File: config.mk
export PLATFORM = sky130hd
export DESIGN_NAME = load_store_unit_flat
export DESIGN_NICKNAME = d
export VERILOG_FILES = /design/src/rtl/load_store_unit_if.sv /design/src/rtl/load_store_unit.sv /design/src/flat_wrapper.sv
export SDC_FILE = /design/constraint.sdc
export NUM_CORES = 1
export LEC_CHECK = 0
export CORE_MARGIN = 2
export CORE_UTILIZATION = 40
export CTS_CLUSTER_SIZE = 24
export DETAILED_ROUTE_END_ITERATION = 7
export MAX_ROUTING_LAYER = met4
export PLACE_DENSITY = 0.85
export SLEW_MARGIN = 20
export SYNTH_ARGS = -nofsm -noshare
export SYNTH_HDL_FRONTEND = slang
export SYNTH_SLANG_ARGS = --single-unit
File: constraint.sdc
create_clock -name clk -period 2 [get_ports clk]
set_clock_uncertainty 0.2 [all_clocks]
set_input_delay 0.4 -clock clk [delete_from_list [all_inputs] [get_ports clk]]
set_output_delay 0.4 -clock clk [all_outputs]
set_load 0.05 [all_outputs]
File: src/rtl/load_store_unit_if.sv
// Data-memory bus between the load/store unit (master) and the data RAM (slave).
// One request is held until mem_gnt; read data returns later with mem_rvalid.
interface load_store_unit_if #(
    parameter int unsigned XLEN = 32
);
    logic              mem_req;
    logic              mem_we;
    logic [XLEN-1:0]   mem_addr;
    logic [XLEN/8-1:0] mem_be;
    logic [XLEN-1:0]   mem_wdata;
    logic              mem_gnt;
    logic              mem_rvalid;
    logic [XLEN-1:0]   mem_rdata;

    modport master (
        output mem_req, mem_we, mem_addr, mem_be, mem_wdata,
        input  mem_gnt, mem_rvalid, mem_rdata
    );

    modport slave (
        input  mem_req, mem_we, mem_addr, mem_be, mem_wdata,
        output mem_gnt, mem_rvalid, mem_rdata
    );
endinterface

File: src/rtl/load_store_unit.sv
// Load/store unit: one data-memory access at a time, byte-lane placement for stores
// and right-justified lane extraction for loads; extension is left to the execute stage.
module load_store_unit #(
    parameter int unsigned XLEN    = 32,
    parameter int unsigned TIMEOUT = 16
) (
    input  logic              clk,
    input  logic              rst_n,
    input  logic              start,
    input  logic              is_store,
    input  logic [2:0]        funct3,
    input  logic [XLEN-1:0]   addr,
    input  logic [XLEN-1:0]   store_val,
    output logic              busy,
    output logic              done,
    output logic              fault,
    output logic [XLEN-1:0]   load_val,
    load_store_unit_if.master mem
);
    localparam int unsigned NB = XLEN / 8;
    localparam int unsigned OW = $clog2(NB);
    localparam int unsigned CW = $clog2(TIMEOUT + 1);
    localparam logic [CW-1:0] T_LAST = CW'(TIMEOUT - 1);

    typedef enum logic [1:0] {IDLE, REQ, WAIT, DONE} state_t;

    state_t          state;
    logic [CW-1:0]   tcnt;
    logic [OW-1:0]   off_q;
    logic [1:0]      size_q;
    logic            store_q;

    logic [OW-1:0]   off;
    logic [1:0]      size;
    logic            legal;
    logic            aligned;
    logic [NB-1:0]   be_nxt;
    logic [XLEN-1:0] wdata_nxt;
    logic [XLEN-1:0] rshift;
    logic [XLEN-1:0] ld_nxt;

    // Request decode on the raw inputs; only used in the cycle start is accepted.
    always_comb begin
        off       = addr[OW-1:0];
        size      = funct3[1:0];
        legal     = 1'b0;
        aligned   = 1'b1;
        be_nxt    = '1;
        wdata_nxt = store_val << {off, 3'b000};

        case (funct3)
            3'b000, 3'b001, 3'b010: legal = 1'b1;
            3'b100, 3'b101:         legal = ~is_store;
            default:                legal = 1'b0;
        endcase

        case (size)
            2'b01:   aligned = ~addr[0];
            2'b10:   aligned = (off == '0);
            default: aligned = 1'b1;
        endcase

        if (is_store) begin
            case (size)
                2'b00:   be_nxt = NB'(1) << off;
                2'b01:   be_nxt = NB'(3) << off;
                default: be_nxt = '1;
            endcase
        end
    end

    always_comb begin
        rshift = mem.mem_rdata >> {off_q, 3'b000};
        case (size_q)
            2'b00:   ld_nxt = rshift & {{(XLEN-8){1'b0}}, 8'hFF};
            2'b01:   ld_nxt = rshift & {{(XLEN-16){1'b0}}, 16'hFFFF};
            default: ld_nxt = rshift;
        endcase
    end

    always_ff @(posedge clk or negedge rst_n) begin
        if (!rst_n) begin
            state         <= IDLE;
            tcnt          <= '0;
            off_q         <= '0;
            size_q        <= '0;
            store_q       <= 1'b0;
            busy          <= 1'b0;
            done          <= 1'b0;
            fault         <= 1'b0;
            load_val      <= '0;
            mem.mem_req   <= 1'b0;
            mem.mem_we    <= 1'b0;
            mem.mem_addr  <= '0;
            mem.mem_be    <= '0;
            mem.mem_wdata <= '0;
        end else begin
            case (state)
                IDLE: begin
                    done  <= 1'b0;
                    fault <= 1'b0;
                    if (start) begin
                        busy <= 1'b1;
                        if (legal && aligned) begin
                            state         <= REQ;
                            tcnt          <= '0;
                            off_q         <= off;
                            size_q        <= size;
                            store_q       <= is_store;
                            mem.mem_req   <= 1'b1;
                            mem.mem_we    <= is_store;
                            mem.mem_addr  <= {addr[XLEN-1:OW], {OW{1'b0}}};
                            mem.mem_be    <= be_nxt;
                            mem.mem_wdata <= wdata_nxt;
                        end else begin
                            // Rejected requests never touch the bus.
                            state <= DONE;
                            done  <= 1'b1;
                            fault <= 1'b1;
                        end
                    end
                end

                REQ: begin
                    if (mem.mem_gnt) begin
                        mem.mem_req <= 1'b0;
                        tcnt        <= '0;
                        if (store_q) begin
                            state <= DONE;
                            done  <= 1'b1;
                        end else begin
                            state <= WAIT;
                        end
                    end else if (tcnt == T_LAST) begin
                        mem.mem_req <= 1'b0;
                        state       <= DONE;
                        done        <= 1'b1;
                        fault       <= 1'b1;
                    end else begin
                        tcnt <= tcnt + 1'b1;
                    end
                end

                WAIT: begin
                    if (mem.mem_rvalid) begin
                        load_val <= ld_nxt;
                        state    <= DONE;
                        done     <= 1'b1;
                    end else if (tcnt == T_LAST) begin
                        state <= DONE;
                        done  <= 1'b1;
                        fault <= 1'b1;
                    end else begin
                        tcnt <= tcnt + 1'b1;
                    end
                end

                DONE: begin
                    state <= IDLE;
                    tcnt  <= '0;
                    busy  <= 1'b0;
                    done  <= 1'b0;
                    fault <= 1'b0;
                end

                default: state <= IDLE;
            endcase
        end
    end
endmodule

File: src/flat_wrapper.sv
// flat-port wrapper written by rule: the top's interface ports become plain ports
module load_store_unit_flat 
#(
    parameter int unsigned XLEN    = 32,
    parameter int unsigned TIMEOUT = 16
)
  (clk, rst_n, start, is_store, funct3, addr, store_val, busy, done, fault, load_val, mem_mem_req, mem_mem_we, mem_mem_addr, mem_mem_be, mem_mem_wdata, mem_mem_gnt, mem_mem_rvalid, mem_mem_rdata);
  load_store_unit_if #(.XLEN(XLEN)) mem_i ();
  input  logic clk;
  input  logic rst_n;
  input  logic start;
  input  logic is_store;
  input  logic [2:0] funct3;
  input  logic [XLEN-1:0] addr;
  input  logic [XLEN-1:0] store_val;
  output logic busy;
  output logic done;
  output logic fault;
  output logic [XLEN-1:0] load_val;
  output wire logic [$bits(mem_i.mem_req)-1:0] mem_mem_req;
  output wire logic [$bits(mem_i.mem_we)-1:0] mem_mem_we;
  output wire logic [$bits(mem_i.mem_addr)-1:0] mem_mem_addr;
  output wire logic [$bits(mem_i.mem_be)-1:0] mem_mem_be;
  output wire logic [$bits(mem_i.mem_wdata)-1:0] mem_mem_wdata;
  input wire logic [$bits(mem_i.mem_gnt)-1:0] mem_mem_gnt;
  input wire logic [$bits(mem_i.mem_rvalid)-1:0] mem_mem_rvalid;
  input wire logic [$bits(mem_i.mem_rdata)-1:0] mem_mem_rdata;
  assign mem_mem_req = mem_i.mem_req;
  assign mem_mem_we = mem_i.mem_we;
  assign mem_mem_addr = mem_i.mem_addr;
  assign mem_mem_be = mem_i.mem_be;
  assign mem_mem_wdata = mem_i.mem_wdata;
  assign mem_i.mem_gnt = mem_mem_gnt;
  assign mem_i.mem_rvalid = mem_mem_rvalid;
  assign mem_i.mem_rdata = mem_mem_rdata;
  load_store_unit #(.XLEN(XLEN), .TIMEOUT(TIMEOUT)) u_core (.clk(clk), .rst_n(rst_n), .start(start), .is_store(is_store), .funct3(funct3), .addr(addr), .store_val(store_val), .busy(busy), .done(done), .fault(fault), .load_val(load_val), .mem(mem_i));
endmodule
==> impl_summary.log <==
[metrics] top cell type by total area after synthesis: dfrtp_1
[metrics] # clock sinks: 114
[metrics] Die W: 122 um
[metrics] data required time of the critical path: 2.14 ns
[metrics] wire length per cell: 18.0 um
[metrics] insertion delay to the later sink of the worst-skew pair: 0.41 ns
[metrics] Post-Place Cells: 897
[metrics] Design Area, Final: 8650 um2
[metrics] final antenna-violating net count: 0
[metrics] root buffer selected by CTS: clkbuf_16
[metrics] setup TNS: 0 ns
[metrics] maximum buffer depth of the clock tree: 2
[metrics] cell area after technology mapping: 5530 um2
[metrics] detailed-route vias per instance: 5.22
[metrics] VDD IR-drop max: 0.000963 V
[metrics] total gr overflow: 0
[metrics] register bit total from synthesis: 114
[metrics] Least-Margin Pin Slew: 0.527 ns
[metrics] initial core utilization: 41.3%
[metrics] register area share after synthesis: 51.5%
[metrics] I/O pin count: 210
[metrics] first element of the critical path: funct3[0]
[metrics] wire length of the first global-routing pass: 26000 um
[metrics] number of warning messages in the yosys log: 0
[metrics] sum of buffers and inverters on the critical path: 7
[metrics] total inserted antenna cells: 0
[metrics] Final Hold Violating Endpoints: 0
[metrics] maximum achievable frequency: 0.511 GHz
[metrics] number of H-tree levels: 4
[metrics] number of CTS-inserted buffers: 17
[metrics] Setup crit start kind: input pin
[metrics] end-of-flow core utilization: 64.5%
[metrics] die area: 14800 um2
[metrics] number of remaining DRC errors: 0
[metrics] minimum clock period: 1.96 ns
[metrics] net count reported at finish: 866
[metrics] CTS tree: built
[metrics] top post-synthesis cells by area: dfrtp_1, mux2_2, mux2i_1
[metrics] number of pins exceeding their max-slew limit in the final report: 0
[metrics] Final Wtd Congestion: 0.911
[metrics] crit path kind: in -> reg
[metrics] CTS clk-pin slew, worst paths: 0.05 ns
[metrics] critical path fanouts, max: 4
[metrics] total power of the final layout: 14.7 mW
[metrics] maximum single-stage delay on the critical path: 0.34 ns
[metrics] Crit path top cell by count: buf_4
[metrics] final worst-path cycle share: 97.8%
[metrics] total of endpoints with negative setup slack in the final report: 0
[metrics] Vias: 4892
[metrics] cells along the critical path: buf_2 -> buf_6 -> inv_12 -> ha_4 -> inv_2 -> a221o_2 -> buf_4 -> buf_4 -> a21oi_1 -> buf_4 -> o211a_1 -> o22a_1
[metrics] via count of the first global-routing pass: 5054
[metrics] share of async-settable or async-resettable flops after synthesis: 100%
[metrics] Detailed Route WL: 16800 um
[metrics] vertical die dimension: 122 um
[metrics] number of core rows: 42
[metrics] path type of the worst min-delay path: in -> reg
[metrics] synthesized area divided by synthesized cell count: 11.1 um2
[metrics] post-detail-place hpwl: 12500 um
[metrics] number of different library cells in the post-synthesis netlist: 47
[metrics] detailed-routing iteration count for the pre-antenna-repair pass: 6
[metrics] antenna violations before repair: 0
[metrics] area share of the largest cell type after synthesis: 51.5%
[metrics] Area Growth Syn to Fin: 56.3%
[metrics] total track usage: 23.5%
[metrics] non-filler cells in the finished layout: 938
[metrics] largest net degree at the start of global routing: 38
[metrics] number of enable flip-flop cells after synthesis: 0
[metrics] worst slew margin relative to its limit: 64.8%
[metrics] endpoint class of the critical path: register
[metrics] source of the worst register-to-register timing path: u_core.state[1]$_DFFE_PN0N_
[metrics] outcome: finished, final reports clean
[metrics] Crit path max-delay family: compound AO/OA/AOI/OAI gates
[metrics] slowest cell on the critical path: a221o_2
[metrics] CORE AREA: 13400 um2
[metrics] number of buffers added on ports: 207
[metrics] Maximum Capacitance Violations: 0
[metrics] Critical Path AT: 2.10 ns
[metrics] Synth Flop Type: dfrtp_1
[metrics] placed cell areas: 7840 um2
[metrics] crit path setup slack, layout: 0.0439 ns
[metrics] static leakage: 4.10 nW
[metrics] hold path start: funct3[1]
[metrics] setup slack after placement: -0.715 ns
[metrics] proportion of layout cells with a drive suffix above 1: 34.0%
[metrics] power density relative to cell area: 1700 nW/um2
[metrics] Fin Hold WS: 0.202 ns
[metrics] synthesized instance count: 500
[metrics] first-iteration detailed-routing DRC count: 352
[path summary, 6_finish.rpt]
kind	cells past startpoint	to	slack, ns
worst max-delay path	12	u_core.fault$_DFFE_PN0P_	0.04
max in group asynchronous	3	u_core.mem.mem_be[3]$_DFFE_PN0P_	0.65
min in group asynchronous	2	u_core.mem.mem_addr[8]$_DFFE_PN0P_	0.33
worst max register to register	7	u_core.tcnt[0]$_DFFE_PN0P_	0.07
worst min-delay path	4	u_core.size_q[1]$_DFFE_PN0P_	0.20
worst min register to register	2	u_core.mem.mem_wdata[4]$_DFFE_PN0P_	0.28
[where the power goes]
part	leakage, nW	internal, mW	switching (mW)
Sequential	1.45	3.28	0.672
Combinational	2.38	2.88	5.05
Clock	0.274	1.89	0.961
Total	4.10	8.05	6.68
[final cells by class]
class	instances	area (um2)
Multi-Input combinational cell	347	2570
Sequential cell	114	2850
Timing Repair Buffer	265	2400
Fill cell	1008	4750
Clock inverter	6	82.6
Inverter	8	50.0
Tap cell	176	220
Clock buffer	22	474
[routing by layer]
layer,GRT usage (%),up-vias,part of all wire (%)
met5,-,-,0
met4,9.05,0,2.8
met3,6.98,38,6.8
met2,37.5,194,49
met1,28.2,2360,42
li1,-,2300,-
[placed cells by master, fill, tap and decap left out, types with 4 or more instances in the layout]
| cell | n |
|---|---|
| o21ai_0 | 45 |
| mux2_2 | 23 |
| nor2b_1 | 23 |
| dfrtp_1 | 113 |
| inv_2 | 4 |
| a22o_1 | 17 |
| a21oi_1 | 34 |
| buf_12 | 9 |
| nor2_1 | 22 |
| o31ai_1 | 7 |
| nand2_1 | 63 |
| a211oi_1 | 16 |
| mux2i_1 | 32 |
| clkdlybuf4s50_1 | 98 |
| mux2_4 | 25 |
| clkbuf_16 | 17 |
| buf_4 | 147 |
[flip-flops by register name, summed over array words and instances (netlist names)]
name and cells:
u_core.busy 1, u_core.done 1, u_core.fault 1, u_core.load_val 32, u_core.mem.mem_addr 30, u_core.mem.mem_be 4, u_core.mem.mem_req 1, u_core.mem.mem_wdata 32
u_core.off_q 2, u_core.size_q 2, u_core.state 2, u_core.store_q 1, u_core.tcnt 5
[synthesized netlist by cell type (2+ instances only)]
library cell	n
nor2_1	22
dfrtp_1	114
mux2_2	31
nor3_1	2
buf_6	2
mux2i_1	32
clkbuf_1	11
buf_2	8
nor2b_1	23
mux2_4	17
a31oi_1	2
nand2_1	63
buf_4	7
nand3b_1	2
buf_1	2
ha_1	8
nand3_1	2
a21oi_1	34
o21ai_0	46
a211oi_1	16
inv_1	7
a22o_1	17
o31ai_1	8
[kinds of logic after synthesis]
group,after synthesis,share of synthesized area (%)
flip-flops,114,51.5
adder cells (fa/ha/maj),8,1.81
AND/OR/NAND/NOR,119,9.95
buffers and inverters,40,4.14
AO/OA/AOI/OAI,138,15.8
multiplexers,80,16.7
other,1,0.0678
[repair_timing]
item | CTS | global route
setup buffers | 7 | 3
hold buffers | 1 | 0
gates cloned | 2 | 0
resized for setup | 23 | 15
hold endpoints to repair | 27 | 0
endpoints found under the setup margin | 78 | 76
pin swaps | 3 | 1
[worst register-to-register path: stages, from the launching register on]
cell	delay [ns]
dfrtp_1	0.41
inv_2	0.11
ha_2	0.24
nor2b_1	0.22
o21a_1	0.18
nor2b_1	0.20
nor2b_1	0.18
a22o_1	0.14
(Power assumes the default switching activity.)
